**config.mk**
```make
export PLATFORM = sky130hd
export DESIGN_NAME = array_multiplier_row_bypass
export DESIGN_NICKNAME = d
export VERILOG_FILES = /design/src/rtl/rb_mult_pkg.sv /design/src/rtl/rb_adder_cell.sv /design/src/rtl/array_multiplier_row_bypass.sv
export SDC_FILE = /design/constraint.sdc
export NUM_CORES = 1
export LEC_CHECK = 0
export ABC_AREA = 1
export BUFFER_PORTS_ARGS = -buffer_cell sky130_fd_sc_hd__buf_2
export CORE_ASPECT_RATIO = 1.5
export CORE_MARGIN = 4
export CORE_UTILIZATION = 62
export CTS_CLUSTER_DIAMETER = 80
export DETAILED_ROUTE_END_ITERATION = 6
export GPL_TIMING_DRIVEN = 0
export PLACE_DENSITY = 0.86
export SYNTH_ARGS = -nofsm -noshare
export SYNTH_HDL_FRONTEND = slang
export SYNTH_SLANG_ARGS = --single-unit
```
**constraint.sdc**
```tcl
create_clock -name clk -period 1.1 [get_ports clk]
set_input_delay 0.165 -clock clk [delete_from_list [all_inputs] [get_ports clk]]
set_output_delay 0.165 -clock clk [all_outputs]
set_load 0.01 [all_outputs]
```
**src/rtl/rb_mult_pkg.sv**
```systemverilog
// Shared widths and helpers for the row-bypass array multiplier.
package rb_mult_pkg;

   localparam int M_DEF = 8;
   localparam int N_DEF = 8;

   function automatic int pw(input int m, input int n);
      return m + n;
   endfunction

endpackage

```
**src/rtl/rb_adder_cell.sv**
```systemverilog
// Full adder with optional row-bypass mux.
// Bypass logic is built only when RB_ROW_BYPASS_EN is defined.
module rb_adder_cell (
   input  logic pp,
   input  logic sum_in,
   input  logic carry_in,
   input  logic bypass,
   output logic sum_out,
   output logic carry_out
);

`ifdef RB_ROW_BYPASS_EN
   logic g_pp;
   logic g_sum;
   logic g_carry;
   logic fa_sum;
   logic fa_carry;

   // Frozen adder inputs keep the cell quiet while its row is skipped
   assign g_pp    = pp & ~bypass;
   assign g_sum   = sum_in & ~bypass;
   assign g_carry = carry_in & ~bypass;

   assign fa_sum   = g_pp ^ g_sum ^ g_carry;
   assign fa_carry = (g_pp & g_sum) | (g_pp & g_carry)
                   | (g_sum & g_carry);

   assign sum_out   = bypass ? sum_in : fa_sum;
   assign carry_out = bypass ? carry_in : fa_carry;
`else
   logic unused_bypass;

   assign unused_bypass = bypass;
   assign sum_out   = pp ^ sum_in ^ carry_in;
   assign carry_out = (pp & sum_in) | (pp & carry_in)
                    | (sum_in & carry_in);
`endif

endmodule

```
**src/rtl/array_multiplier_row_bypass.sv**
```systemverilog
// Unsigned m x n array multiplier with registered product.
// Define RB_ROW_BYPASS_EN to skip adder rows whose multiplier bit is 0.
module array_multiplier_row_bypass
   import rb_mult_pkg::*;
#(
   parameter int m = M_DEF,
   parameter int n = N_DEF
) (
   input  logic               clk,
   input  logic               rst_n,
   input  logic [m-1:0]       a,
   input  logic [n-1:0]       x,
   output logic [pw(m,n)-1:0] p
);

   // sv[j] is the m+1 bit partial sum leaving row j, bit 0 weighted 2^j
   logic [n-1:0][m:0] sv;
   logic [n-1:1][m:0] cv;
   logic [n-2:0]      p_low;
   logic [pw(m,n)-1:0] prod;

   assign sv[0] = {1'b0, a & {m{x[0]}}};

   for (genvar j = 1; j < n; j++) begin : g_row
      logic row_bypass;

`ifdef RB_ROW_BYPASS_EN
      assign row_bypass = ~x[j];
`else
      assign row_bypass = 1'b0;
`endif

      // Carries ripple along the row from a zero LSB, so a skipped row
      // forwards an all-zero chain and its sums stay exact.
      assign cv[j][0] = 1'b0;

      for (genvar i = 0; i < m; i++) begin : g_col
         rb_adder_cell u_cell (
            .pp        (a[i] & x[j]),
            .sum_in    (sv[j-1][i+1]),
            .carry_in  (cv[j][i]),
            .bypass    (row_bypass),
            .sum_out   (sv[j][i]),
            .carry_out (cv[j][i+1])
         );
      end

      assign sv[j][m] = cv[j][m];
   end

   for (genvar j = 0; j < n - 1; j++) begin : g_low
      assign p_low[j] = sv[j][0];
   end

   assign prod = {sv[n-1], p_low};

   always_ff @(posedge clk or negedge rst_n) begin
      if (!rst_n) begin
         p <= '0;
      end else begin
         p <= prod;
      end
   end

endmodule

```
Yosys cells after proc, flatten, opt, wreduce, memory -nomap -nowiden
Cells that the tools add are included.

operators by class
  bitwise gates (word level) = 409

operator list
  kind         count
  $and 1x1->1  208
  $xor 1x1->1  104
  $or 1x1->1   96
  $and 8x8->8  1

word-level totals
  logic and storage cells = 410
  register bits after elaboration = 16

Depth between registers and ports, before layout
  word-level depth = 52
  depth in mapped cells = 29
  mapped depth without buffers = 28

Cells and area by module
Synthesis repeated with hierarchy kept, for this count alone.

second synthesis, totals
  cells, all modules = 217
  area, all modules = 2,085.8 µm²

by module, submodules not included
  module                       cells an instance  seq. area each (µm²)  instances  area an instance (µm²)
  rb_adder_cell                1                  0.0                   56         20.0
  array_multiplier_row_bypass  161                400.4                 1          964.7

Worst setup path before layout
No wires, ideal clock.

  path type = input -> register
  start = input a[1]
  end = register p[14]
  slack = -8,206 ps
  stages = 27
  buffers on the path = 1
  data arrival time = 9,171 ps
  required time = 965 ps
  path through = buf_6 -> nand2_1 -> inv_1 -> ha_1 -> inv_1 -> fa_1 -> fa_1 -> inv_1 -> fa_1 -> fa_1 -> fa_1 -> fa_1 -> fa_1 -> fa_1 -> fa_1 -> fa_1 -> fa_1 -> inv_1 -> fa_1 -> fa_1 -> inv_1 -> fa_1 -> fa_1 -> fa_1 -> fa_1 -> fa_1 -> fa_1

between the ends
  cells in the longest elaborated chain, start to end = 50

ends and longest elaborated chain
  item                                  RTL line                           RTL
  from (decl)                           array_multiplier_row_bypass.sv:11  input logic [m-1:0] a,
  $and 8x8->8                           array_multiplier_row_bypass.sv:22  assign sv[0] = {1'b0, a & {m{x[0]}}};
  $and 1x1->1 (2 in series)             rb_adder_cell.sv:35                assign carry_out = (pp & sum_in) | (pp & carry_in)
  $or 1x1->1                            rb_adder_cell.sv:35
  $or 1x1->1                            rb_adder_cell.sv:36                | (sum_in & carry_in);
  $and 1x1->1                           rb_adder_cell.sv:35
  $or 1x1->1                            rb_adder_cell.sv:35
  $or 1x1->1                            rb_adder_cell.sv:36
  $and 1x1->1                           rb_adder_cell.sv:35
  [... 34 more ...]                     n/a
  $and 1x1->1                           rb_adder_cell.sv:35
  $or 1x1->1                            rb_adder_cell.sv:35
  $or 1x1->1                            rb_adder_cell.sv:36
  $and 1x1->1                           rb_adder_cell.sv:35
  $or 1x1->1                            rb_adder_cell.sv:35
  $or 1x1->1                            rb_adder_cell.sv:36
  $xor 1x1->1 *                         rb_adder_cell.sv:34                assign sum_out = pp ^ sum_in ^ carry_in;
  net g_row[7].g_col[7].u_cell.sum_out  rb_adder_cell.sv:8                 output logic sum_out,
  to (signal assigned)                  array_multiplier_row_bypass.sv:61  p <= prod;
  to (decl)                             array_multiplier_row_bypass.sv:13  output logic [pw(m,n)-1:0] p

The timed path passes the listed nets; every way through them passes the cells marked *.

Worst setup path in the final report
Same ends and word-level chain as after synthesis.

==> results by group <==
Timing
  – Period minus WS final: 8420 ps
  – Max-slew violation count: 0
  – Slack of the critical path: -7320 ps
  – Final worst path period share: 766%
  – Final Hold Viols: 0
  – Worst slew margin relative to its limit: 76.1%
  – Sum of negative setup slack: -64340 ps
  – Fmax: 119 MHz
  – Final setup violation count: 14
  – RSZ-0062 raised after global routing: yes
  – Worst-Margin Slew: 359 ps
  – Fin Hold WS: 232 ps

Global routing
  – Vias in the first global route: 1674
  – GR Util All Layers: 20.5%
  – Pin count of the biggest net entering global routing: 17
  – First-pass GRT wire length: 6970 um
  – Grt total ovfl: 0
  – Initial antenna violation count: 0

Clocking
  – CTS tree: yes
  – # clock sinks: 16
  – CTS H-tree depth: 1
  – Cts bufs inserted: 3
  – CTS clk-pin slew, worst paths: 60 ps
  – CTS max path bufs: 2
  – Root buf cell: clkbuf_8

Yosys
  – Synthesized area: 2150 um2
  – Gate Count Post-Synth: 223
  – Synth Register Bits: 16
  – Post-synthesis sequential area ratio: 18.6%
  – Yosys warning count: 0
  – Post-Syn Area per Cell: 9.63 um2
  – Syn nets: 297
  – Post-synth cell types: 6

Power and ir drop
  – Peak VDD IR: 2.36 mV
  – Power per cell area: 2310 nW/um2
  – Pwr Total: 6060 uW
  – Leak pwr: 0.00145 uW

Routing
  – Vias per cell: 4.92
  – Wire per inst: 13.7 um
  – Drt drc: 0
  – DRT Wirelength: 3980 um
  – Via count: 1426
  – Post-route ant nets: 0
  – Iter 0 DRT Violations: 28
  – Drt first pass iters: 4

Cells and area
  – Diodes inserted: 0
  – Share of cells above drive strength 1: 42.8%
  – # fillers: 181
  – Area grow syn2layout: 22.1%
  – Non-filler instance count after layout: 290
  – Register Area: 400 um2
  – Biggest regs: p x16
  – Biggest register: p
  – Post-layout net count: 325
  – Multi-input logic area: 1510 um2
  – Largest register FFs: 16
  – Final Util: 80.7%

Floorplan
  – Total I/O pin count: 34
  – Core footprint: 3250 um2
  – Initial core utilization: 66.0%
  – Total die area: 4490 um2
  – Row count: 25
  – Die height: 80.1 um
  – Die Wd: 56.1 um

Critical path
  – Most used cell, CP: fa_2
  – Crit Path Max Fanout: 3
  – Data required, critical path: 1290 ps
  – Worst Setup Path Type: input pin to flip-flop
  – Max incr delay on CP: 600 ps
  – CP endpoint kind: flip-flop
  – Slowest library cell on the worst path: fa_2
  – WP data arrival: 8620 ps
  – Type of origin of the critical path: input pin

Hold path
  – HP Class: input pin to flip-flop
  – End of the worst hold path: p[0]
  – Worst hold start: x[0]
  – Hold depth: 4

Placed design
  – GP Congestion: 0.750
  – Detailed Place HPWL: 3010 um
  – Inst Count DP: 280
  – IO Port Bufs: 17

Run status
  – Status: finished, violations left
  – Failing checks: setup timing

Job
  – Max-cap violations: 0
-- per-layer routing --
| layer | vias up | wire, um | GRT usage (%) |
|---|---|---|---|
| met5 | - | 0 | 0 |
| met4 | 0 | 174 | 12.6 |
| met3 | 20 | 182 | 3.86 |
| met2 | 49 | 2410 | 39.6 |
| met1 | 714 | 1210 | 19.5 |
| li1 | 643 | - | - |
-- Yosys cell counts --
| library cell | n | area share [%] |
|---|---|---|
| inv_1 | 71 | 12 |
| nand2_1 | 64 | 11 |
| ha_1 | 8 | 4.7 |
| buf_6 | 16 | 8.4 |
| dfrtp_1 | 16 | 19 |
| fa_1 | 48 | 45 |
-- worst max-delay path, delay by kind of cell --
family	cells	cell delay [ps]
buffers and inverters	6	300
adder cells (fa/ha/maj)	20	8100
AND/OR/NAND/NOR	1	50
-- cell usage in the layout, fill, tap and decap left out, types with 3 or more instances in the layout --
master / count
nand2_1: 62
inv_2: 14
dfrtp_1: 16
clkbuf_8: 4
ha_4: 7
buf_12: 3
fa_1: 7
buf_4: 5
fa_2: 41
buf_6: 12
inv_1: 56
buf_2: 17
-- timing repair --
item,CTS,global route
gates resized for setup,15,8
pin swaps,18,8
buffers inserted,5,0
setup endpoints to repair,14,14
hold endpoints to repair,16,0
hold buffers,1,0
-- how the worst max path moves through the flow --
stage,start,to,depth (start not counted)
finish,a[1],p[14],27
global route,a[1],p[14],27
CTS,x[1],p[14],27
detailed placement,a[1],p[14],27
global placement,a[1],p[14],27
floorplan,a[1],p[14],27
-- through the flow --
step	cell area [um2]	setup WS, ps
6_report	2620	-7320
3_5_place_dp	2410	-7660
2_1_floorplan	2270	-7460
4_1_cts	2590	-7340
5_1_grt	2620	-7470
3_3_place_gp	2410	-7550
-- kinds of logic (layout without fill, tap and decap cells) --
family	count (synthesis)	after routing	share of synthesized area [%]
adder cells (fa/ha/maj)	56	56	49.4
flip-flops	16	16	18.6
buffers and inverters	87	114	20.8
AND/OR/NAND/NOR	64	64	11.2
-- area by class of cell --
class / instances / area share, %
clock buffers: 4 / 2.10
inverters: 71 / 10.3
flip-flops and latches: 16 / 15.3
repair buffers: 23 / 5.05
multi-input cells: 120 / 57.4
plain buffers: 16 / 8.01
well taps: 40 / 1.91
-- power breakdown --
group | switching (uW) | total [uW] | internal (uW)
clock | 206 | 524 | 318
sequential | 49.1 | 964 | 915
combinational | 2380 | 4580 | 2190
total | 2640 | 6060 | 3420
(Power assumes the default switching activity.)
